<file path="src/rtl/can_pkg.sv">
// Shared CAN receive-path types, constants and the CRC-15 step function.
package can_pkg;

  typedef enum logic [2:0] {
    IDLE,
    HEADER,
    DATA,
    CRC,
    TAIL
  } rx_state_t;

  localparam logic [14:0] CAN_CRC_POLY  = 15'h4599;
  localparam int unsigned CAN_STUFF_LEN = 5;
  localparam int unsigned CAN_HDR_BITS  = 18;
  localparam int unsigned CAN_CRC_BITS  = 15;

  // One serial CRC-15 update with data bit b.
  function automatic logic [14:0] crc15_step(input logic [14:0] crc, input logic b,
                                             input logic [14:0] poly);
    logic fb;
    fb = b ^ crc[14];
    return {crc[13:0], 1'b0} ^ (fb ? poly : 15'h0000);
  endfunction

endpackage

</file>
<file path="src/rtl/can_crc15.sv">
// Serial CRC-15 register. clear and shift together load the first-bit update of zero.
module can_crc15
  import can_pkg::*;
#(
  parameter logic [14:0] CRC_POLY = CAN_CRC_POLY
) (
  input  logic        clk,
  input  logic        n_rst,
  input  logic        clear_i,
  input  logic        shift_i,
  input  logic        bit_i,
  output logic [14:0] crc_o
);

  logic [14:0] crc_q, crc_d, base;

  // Next CRC value: optional clear, then optional one-bit update.
  always_comb begin
    base  = clear_i ? 15'h0000 : crc_q;
    crc_d = base;
    if (shift_i) begin
      crc_d = crc15_step(base, bit_i, CRC_POLY);
    end
  end

  // CRC state register.
  always_ff @(posedge clk or negedge n_rst) begin
    if (!n_rst) begin
      crc_q <= 15'h0000;
    end else begin
      crc_q <= crc_d;
    end
  end

  assign crc_o = crc_q;

endmodule

</file>
<file path="src/rtl/can_rx_destuff_crc.sv">
// CAN receive destuffer, frame field tracker and CRC-15 accumulator for standard frames.
module can_rx_destuff_crc
  import can_pkg::*;
#(
  parameter logic [14:0] CRC_POLY  = CAN_CRC_POLY,
  parameter int unsigned STUFF_LEN = CAN_STUFF_LEN,
  parameter int unsigned MAX_BYTES = 8
) (
  input  logic        clk,
  input  logic        n_rst,
  input  logic        bit_valid_i,
  input  logic        rxd_i,
  input  logic        abort_i,
  output logic        rx_bit_o,
  output logic        rx_bit_valid_o,
  output logic        crc_field_en_o,
  output logic [14:0] crc_calculated_o,
  output logic [3:0]  dlc_o,
  output logic        frame_done_o,
  output logic        stuff_error_o
);

  localparam int unsigned RunW = $clog2(STUFF_LEN + 1);
  localparam logic [RunW-1:0] RunMax = RunW'(STUFF_LEN);
  // Header bit positions counted from the first ID bit.
  localparam logic [6:0] HdrRtr  = 7'd11;
  localparam logic [6:0] HdrIde  = 7'd12;
  localparam logic [6:0] HdrLast = 7'(CAN_HDR_BITS - 1);
  localparam logic [6:0] CrcLast = 7'(CAN_CRC_BITS - 1);
  localparam logic [3:0] MaxBytes = 4'(MAX_BYTES);

  rx_state_t       state_q, state_d;
  logic [6:0]      cnt_q, cnt_d;
  logic            last_q, last_d;
  logic [RunW-1:0] run_q, run_d;
  logic            rtr_q, rtr_d;
  logic [2:0]      sr_q, sr_d;
  logic [3:0]      bytes_q, bytes_d;
  logic [3:0]      dlc_q, dlc_d;
  logic            rx_bit_q, rx_bit_d;
  logic            rx_valid_q, rx_valid_d;
  logic            crc_en_q, crc_en_d;
  logic            done_q, done_d;
  logic            serr_q, serr_d;
  logic            crc_clear, crc_shift;
  logic [6:0]      data_last;
  logic [3:0]      dlc_full;

  assign data_last = {bytes_q, 3'b000} - 7'd1;
  assign dlc_full  = {sr_q, rxd_i};

  // Next-state: SOF detect, destuffing, field tracking and registered output pulses.
  always_comb begin
    state_d    = state_q;
    cnt_d      = cnt_q;
    last_d     = last_q;
    run_d      = run_q;
    rtr_d      = rtr_q;
    sr_d       = sr_q;
    bytes_d    = bytes_q;
    dlc_d      = dlc_q;
    rx_bit_d   = rx_bit_q;
    rx_valid_d = 1'b0;
    crc_en_d   = 1'b0;
    done_d     = 1'b0;
    serr_d     = 1'b0;
    crc_clear  = 1'b0;
    crc_shift  = 1'b0;

    if (abort_i) begin
      state_d = IDLE;
      cnt_d   = 7'd0;
      run_d   = '0;
    end else if (bit_valid_i) begin
      if (state_q == IDLE) begin
        if (!rxd_i) begin
          state_d    = HEADER;
          cnt_d      = 7'd0;
          last_d     = 1'b0;
          run_d      = RunW'(1);
          rx_bit_d   = 1'b0;
          rx_valid_d = 1'b1;
          crc_clear  = 1'b1;
          crc_shift  = 1'b1;
        end
      end else if (run_q == RunMax) begin
        // Stuff bit slot: must differ from the run it breaks.
        if (rxd_i == last_q) begin
          serr_d  = 1'b1;
          state_d = IDLE;
          cnt_d   = 7'd0;
          run_d   = '0;
        end else begin
          last_d = rxd_i;
          run_d  = RunW'(1);
          if (state_q == TAIL) begin
            done_d  = 1'b1;
            state_d = IDLE;
            cnt_d   = 7'd0;
          end
        end
      end else begin
        rx_bit_d   = rxd_i;
        rx_valid_d = 1'b1;
        cnt_d      = cnt_q + 7'd1;
        if (rxd_i == last_q) begin
          run_d = run_q + RunW'(1);
        end else begin
          last_d = rxd_i;
          run_d  = RunW'(1);
        end
        case (state_q)
          HEADER: begin
            crc_shift = 1'b1;
            sr_d      = {sr_q[1:0], rxd_i};
            if (cnt_q == HdrRtr) begin
              rtr_d = rxd_i;
            end
            if (cnt_q == HdrIde && rxd_i) begin
              // Extended frames are not handled by this stage.
              serr_d  = 1'b1;
              state_d = IDLE;
              cnt_d   = 7'd0;
            end else if (cnt_q == HdrLast) begin
              dlc_d   = dlc_full;
              bytes_d = (dlc_full > MaxBytes) ? MaxBytes : dlc_full;
              cnt_d   = 7'd0;
              state_d = (bytes_d != 4'd0 && !rtr_q) ? DATA : CRC;
            end
          end
          DATA: begin
            crc_shift = 1'b1;
            if (cnt_q == data_last) begin
              cnt_d   = 7'd0;
              state_d = CRC;
            end
          end
          CRC: begin
            crc_en_d = 1'b1;
            if (cnt_q == CrcLast) begin
              cnt_d = 7'd0;
              if (run_d == RunMax) begin
                state_d = TAIL;
              end else begin
                done_d  = 1'b1;
                state_d = IDLE;
              end
            end
          end
          default: begin
            // TAIL always sees a stuff slot; anything else resynchronises to IDLE.
            rx_valid_d = 1'b0;
            state_d    = IDLE;
            cnt_d      = 7'd0;
          end
        endcase
      end
    end
  end

  // State and output registers.
  always_ff @(posedge clk or negedge n_rst) begin
    if (!n_rst) begin
      state_q    <= IDLE;
      cnt_q      <= 7'd0;
      last_q     <= 1'b0;
      run_q      <= '0;
      rtr_q      <= 1'b0;
      sr_q       <= 3'd0;
      bytes_q    <= 4'd0;
      dlc_q      <= 4'd0;
      rx_bit_q   <= 1'b0;
      rx_valid_q <= 1'b0;
      crc_en_q   <= 1'b0;
      done_q     <= 1'b0;
      serr_q     <= 1'b0;
    end else begin
      state_q    <= state_d;
      cnt_q      <= cnt_d;
      last_q     <= last_d;
      run_q      <= run_d;
      rtr_q      <= rtr_d;
      sr_q       <= sr_d;
      bytes_q    <= bytes_d;
      dlc_q      <= dlc_d;
      rx_bit_q   <= rx_bit_d;
      rx_valid_q <= rx_valid_d;
      crc_en_q   <= crc_en_d;
      done_q     <= done_d;
      serr_q     <= serr_d;
    end
  end

  can_crc15 #(
    .CRC_POLY(CRC_POLY)
  ) u_crc (
    .clk    (clk),
    .n_rst  (n_rst),
    .clear_i(crc_clear),
    .shift_i(crc_shift),
    .bit_i  (rxd_i),
    .crc_o  (crc_calculated_o)
  );

  assign rx_bit_o       = rx_bit_q;
  assign rx_bit_valid_o = rx_valid_q;
  assign crc_field_en_o = crc_en_q;
  assign dlc_o          = dlc_q;
  assign frame_done_o   = done_q;
  assign stuff_error_o  = serr_q;

endmodule
</file>
<file path="config.mk">
export PLATFORM = sky130hd
export DESIGN_NAME = can_rx_destuff_crc
export DESIGN_NICKNAME = d
export VERILOG_FILES = /design/src/rtl/can_pkg.sv /design/src/rtl/can_crc15.sv /design/src/rtl/can_rx_destuff_crc.sv
export SDC_FILE = /design/constraint.sdc
export NUM_CORES = 1
export LEC_CHECK = 0
export BUFFER_PORTS_ARGS = -buffer_cell sky130_fd_sc_hd__buf_2
export CAP_MARGIN = 20
export CORE_MARGIN = 4
export CORE_UTILIZATION = 45
export DETAILED_ROUTE_END_ITERATION = 8
export HOLD_SLACK_MARGIN = 0.08
export PLACE_DENSITY = 0.66
export SLEW_MARGIN = 40
export SYNTH_ARGS = -nofsm -noshare
export SYNTH_HDL_FRONTEND = slang
export SYNTH_SLANG_ARGS = --single-unit
</file>
<file path="constraint.sdc">
create_clock -name clk -period 2.4 [get_ports clk]
set_input_delay 0.24 -clock clk [delete_from_list [all_inputs] [get_ports clk]]
set_output_delay 0.24 -clock clk [all_outputs]
set_load 0.05 [all_outputs]
</file>
Word-level counts from Yosys, hierarchy flattened:

Cells that the tools add are included.

* logic and storage cells: 140
* latch bits: 0
* memory bits (read-only): 0
* input bits: 5
* memories kept: 0
* register bits after elaboration: 46
* memory bits (writable): 0
* output and inout bits: 24

* multipliers: 0
* add/subtract/negate cells: 3
* div/mod/pow operators: 0
* multiplexer cells: 80
* shifts and indexed selects: 0
* bitwise gates (word level): 6
* eq/ne operators: 20
* reduce and logical (&&, ||, !) cells: 16
* magnitude comparators: 1

Operators with widths (count)
* 7-bit 2-to-1 mux: 11
* 3-bit 2-to-1 mux: 21
* 15-bit 2-to-1 mux: 3
* 1-bit 2-to-1 mux: 42
* 7-bit by 4-bit == test with 1-bit output, second input constant: 3
* 7-bit one-hot mux with 3 select lines: 1
* 15-bit bitwise XOR: 1
* 6-bit AND reduction: 2
* 5-bit != test, second input constant: 2
* 3-bit == test, second input constant: 3
* 3-bit one-hot mux with 3 select lines: 1
* 4-bit AND reduction: 2
* 7-bit by 1-bit adder with 7-bit output, second input constant: 1
* 7-bit by 5-bit == test with 1-bit output, second input constant: 1
* 7-bit == test: 1
* 7-bit AND reduction: 1
* 7-bit by 1-bit subtractor with 7-bit output, second input constant: 1
* 3-bit by 2-bit == test with 1-bit output, second input constant: 2
* 2-bit != test, second input constant: 3
* 6-bit != test, second input constant: 1
* 5-bit by 3-bit != test with 1-bit output, second input constant: 1
* 5-bit AND reduction: 1
* 4-bit greater-than comparator, second input constant: 1
* 4-bit 2-to-1 mux: 1
* 15 further kinds: 19

Depth between registers and ports, before layout:

* depth in word-level cells: 14
* mapped depth: 9

By module:

From an unflattened synthesis, not the netlist that was laid out.

* cells, all modules: 262
* area total of the unflattened synthesis: 2585.0 µm²

Modules (own cells, without submodules)
* can_rx_destuff_crc: instances 1, cells an instance 193, area each 1868.0 µm², sequential area each 775.7 µm²
* can_crc15: instances 1, cells an instance 69, area each 716.9 µm², sequential area each 375.4 µm²

Worst setup path before layout:

No wires, ideal clock.

* path kind: register -> register
* start: reg run_q[0]
* end: reg u_crc.crc_q[13], in the netlist u_crc.crc_o[13]
* stages on the path, launching flop included: 9
* setup slack: 0.417 ns
* data arrival time: 1.862 ns
* buffers on the path: 2
* path through: dfrtp_1 > ha_1 > nand2_1 > clkbuf_1 > nand3_1 > a211oi_4 > buf_6 > mux2i_1 > nor2_2

* word-level cells in the longest chain between the ends: 6

RTL lines
* start: declaration: RTL line can_rx_destuff_crc.sv:35 `logic [RunW-1:0] run_q, run_d;`
* start signal: assignment: RTL line can_rx_destuff_crc.sv:181 `run_q <= run_d;`
* 3-bit == test: RTL line can_rx_destuff_crc.sv:86 `end else if (run_q == RunMax) begin`
* 1-bit 2-to-1 mux: RTL line can_rx_destuff_crc.sv:86
* 1-bit 2-to-1 mux: RTL line can_rx_destuff_crc.sv:75 `if (state_q == IDLE) begin`
* 1-bit 2-to-1 mux: RTL line can_rx_destuff_crc.sv:74 `end else if (bit_valid_i) begin`
* 1-bit 2-to-1 mux: RTL line can_rx_destuff_crc.sv:70 `if (abort_i) begin`
* 15-bit 2-to-1 mux: RTL line can_crc15.sv:21 `if (shift_i) begin`
* via u_crc.crc_d[13]: RTL line can_crc15.sv:15 `logic [14:0] crc_q, crc_d, base;`
* end signal: assignment: RTL line can_crc15.sv:31 `crc_q <= crc_d;`
* end: declaration: RTL line can_crc15.sv:15

The timed path passes the listed nets, and every way through them passes these cells.
A chain may end at the register's enable or synchronous reset.

Worst setup path after layout:

* start: reg cnt_q[1]
* end: reg bytes_q[2]

* word-level cells in the longest chain between the ends: 4
* elaborated cells on any way between the ends: 5
* classes of those cells: eq/ne (2); bitwise (1); reduce/logical (2)

RTL lines
* start: declaration: RTL line can_rx_destuff_crc.sv:33 `logic [6:0] cnt_q, cnt_d;`
* start signal: assignment: RTL line can_rx_destuff_crc.sv:179 `cnt_q <= cnt_d;`
* 7-bit by 4-bit == test with 1-bit output: RTL line can_rx_destuff_crc.sv:119 `if (cnt_q == HdrIde && rxd_i) begin`
* 1-bit logical AND: RTL line can_rx_destuff_crc.sv:119
* 1-bit NOT (no source line)
* 7-bit AND reduction (no source line) *
* end signal: assignment: RTL line can_rx_destuff_crc.sv:184 `bytes_q <= bytes_d;`
* end: declaration: RTL line can_rx_destuff_crc.sv:38 `logic [3:0] bytes_q, bytes_d;`

Mark *: on every way between the ends. The rest lies on a longest branch, timed or not.

==> summary.txt <==
Power and ir drop
  – Peak supply drop: 687 uV
  – PwrDens: 1100 nW/um^2
  – Leak: 0.00131 uW

Critical path
  – Crit path DAT: 2.33 ns
  – CP startpoint kind: flip-flop
  – CP max FO: 8
  – Worst setup EP type: flip-flop
  – Critical-path top delay cell: dfrtp_1
  – Critical path, cell by cell: inv_1, ha_1, nand4bb_1, nor3_1, inv_1, nor2_2, mux2_2
  – Worst path bufs/invs: 2
  – R2R Setup Slk: 0.26 ns
  – CP top delay family: simple AND/OR/NAND/NOR gates
  – CP required: 2.59 ns
  – Max stage delay on crit path: 0.44 ns
  – Most used cell, CP: inv_1
  – WS Path Type: reg -> reg

STA
  – Max-slew violations: 0
  – Tightest Pin Transition: 0.577 ns
  – Final setup fails: 0
  – Final hold slack: 0.258 ns
  – TNS Setup: 0 ns
  – Fin. Hold Viols: 0
  – Part of the cycle the worst path needs: 89.3%
  – RSZ-0062 raised after global routing: false
  – Relative slew slack: 61.6%
  – Clock skew: 0.00603 ns
  – Max Fclk: 466 MHz
  – Minimum clock period: 2.14 ns

Clock network
  – Worst-Skew Late Latency: 0.30 ns
  – Clock slew at reported path FFs: 0.09 ns
  – CTS H-tree depth: 2
  – # clock sinks: 46
  – Max Root-Sink Buffers: 2
  – CTS Buf Count: 5
  – CTS tree: done
  – CTS root buffer: clkbuf_8

Yosys
  – Synth Area in XOR/XNOR: 4.59%
  – Syn Inst Count: 275
  – Yosys cell types: 56
  – Top FF cell, synth: dfrtp_1
  – Main combinational cell family by area after synthesis: simple AND/OR/NAND/NOR gates
  – EDFF count, synth: 0
  – Synth async-reset ratio: 100%
  – Post-Synth Adder-Cell Area: 3.28%
  – Post-synthesis simple-gate area fraction: 20.6%
  – Compound-Gate Fraction of Synth Area: 16.3%
  – YS warnings: 0
  – Synth Net Count: 287
  – Seq/Total Area, Yosys: 43.1%
  – Mean post-synth cell area: 9.70 sq um
  – #FFs+latches synth: 46
  – Mux share of post-synthesis cell area: 6.75%
  – Cell Area, Synth: 2670 sq um

Cells and area
  – Most frequent cells in the layout: dfrtp_1 (46), buf_2 (28), nor2_1 (24)
  – Share of post-route cells with drive strength above 1: 21.6%
  – Antenna cells: 0
  – Synth-to-Final Area Change: 12.2%
  – Most common cell after layout, fill and taps aside: dfrtp_1
  – Final nets: 316

Floorplanning
  – Num rows: 27
  – Core Area: 5640 sq um
  – Starting Density: 47.3%
  – Die Area: 7230 sq um
  – I/O pins: 29
  – Die Y: 85.0 um
  – Die width: 85.0 um

Route
  – Top sig layer: met4
  – DRT antenna net count: 0
  – Total wire length: 5660 um
  – Total iterations of the first detailed-routing run: 4
  – Wire per inst: 15.0 um
  – Drt first-iter violations: 150
  – Vias: 2116
  – Met1 Wirelength: 2800 um
  – Met2 WL: 2530 um
  – Routed wl met3: 269 um
  – Via density: 5.61
  – Post-route DRC: 0

Placement
  – Final HPWL DP: 4010 um
  – Routability-driven placement congestion ratio: 0.840
  – Port Buf Inserts: 28

Min path
  – Type of the worst min-delay path: in -> reg

Global routing
  – Gr usage total: 17.2%
  – First-pass GRT wire length: 10200 um
  – Largest net degree at the start of global routing: 47
  – Overflow after GRT: 0
  – Vias in the first global route: 2081
  – Initial antenna violation count: 0

Run
  – Max-Cap Viols: 0

Outcome
  – Status: complete, no violations
## worst register-to-register path: stages, from the launching register on
cell and delay [ns]:
dfrtp_1 0.44, inv_1 0.11, ha_1 0.15, nand4bb_1 0.09
nor3_1 0.38, inv_1 0.12, nor2_2 0.36, mux2_2 0.39
## state kept, by name (all words and copies together) (netlist names)
name / count
u_crc.crc_o: 15
cnt_q: 7
bytes_q: 4
dlc_o: 4
run_q: 3
sr_q: 3
state_q: 3
crc_field_en_o: 1
frame_done_o: 1
last_q: 1
rtr_q: 1
rx_bit_o: 1
rx_bit_valid_o: 1
stuff_error_o: 1
## cells by family (layout without fill, tap and decap cells)
family | Yosys count | in the layout
xor+xnor | 14 | 14
mux | 17 | 17
buf+inv | 28 | 58
simple gates | 98 | 98
compound gates | 65 | 65
flops | 46 | 46
fa+ha+maj | 7 | 7
## cell type report
class	count	area, sq um
fillers	518	2650
well taps	72	90.1
flip-flops and latches	46	1150
multi-input cells	201	1370
clock inverters	3	45.0
clock buffers	5	68.8
repair buffers	39	225
inverters	11	41.3
## cell usage after synthesis (all sizes together), types with 2 or more instances
cell type	count	area, sq um
o2bb2ai	2	17.5
inv	11	41.3
nor2b	3	18.8
and3	3	18.8
nand2b	3	18.8
o21ai	17	96.4
nand4b	2	17.5
nand2	14	52.6
xor2	4	35.0
dfrtp	46	1150
a21oi	20	100
nor3	18	106
nand3	6	35.0
a211oi	4	42.5
nor4	4	40.0
or3	2	12.5
nand4	4	25.0
mux2	8	90.1
and2	4	25.0
o21bai	2	15.0
xnor2	10	87.6
clkbuf	8	30.0
ha	7	87.6
or4	3	22.5
o22ai	2	12.5
a31oi	5	31.3
nand3b	2	15.0
nor2	27	109
buf	9	72.6
a2111oi	2	17.5
mux2i	9	90.1
## power by group
part / total [uW] / internal (uW) / switching, uW
clock: 584 / 310 / 274
combinational: 1540 / 489 / 1050
sequential: 1170 / 958 / 214
total: 3290 / 1760 / 1540
## layer usage
layer	vias to the layer above	track usage [%]
met4	0	5.47
li1	1043	-
met5	-	0
met1	1020	24.7
met3	7	2.91
met2	46	26.6
## worst paths after layout
check / startpoint / cells past startpoint / endpoint
hold / removal: abort_i / 2 / run_q[2]$_DFFE_PN0P_
min in group asynchronous: n_rst / 3 / dlc_o[3]$_DFFE_PN0P_
max in group asynchronous: n_rst / 3 / u_crc.crc_o[7]$_DFF_PN0_
setup reg to reg: cnt_q[1]$_DFFE_PN0P_ / 7 / bytes_q[2]$_DFFE_PN0P_
hold reg to reg: dlc_o[0]$_DFFE_PN0P_ / 1 / dlc_o[0]$_DFFE_PN0P_
setup / recovery: cnt_q[1]$_DFFE_PN0P_ / 7 / bytes_q[2]$_DFFE_PN0P_
## stage by stage
step / util (%) / cells / instance area, sq um / worst slack [ns] / total power [uW]
global route: 53.1 / 377 / 3000 / 0.0900 / 3530
finish: 53.1 / 377 / 3000 / 0.256 / 3290
global placement: 50.9 / 368 / 2870 / 0.274 / 2710
floorplan: - / 275 / 2670 / 0.417 / 2390
CTS: 53.1 / 377 / 3000 / 0.238 / 3330
detailed placement: 50.9 / 368 / 2870 / 0.260 / 2730
## timing repair
action	4_1_cts	5_1_grt
resized for setup	0	0
hold endpoints to repair	46	0
setup buffers	0	0
hold buffers	1	0
setup endpoints to repair	0	0
Note: power is estimated with default switching activity, not from simulation.
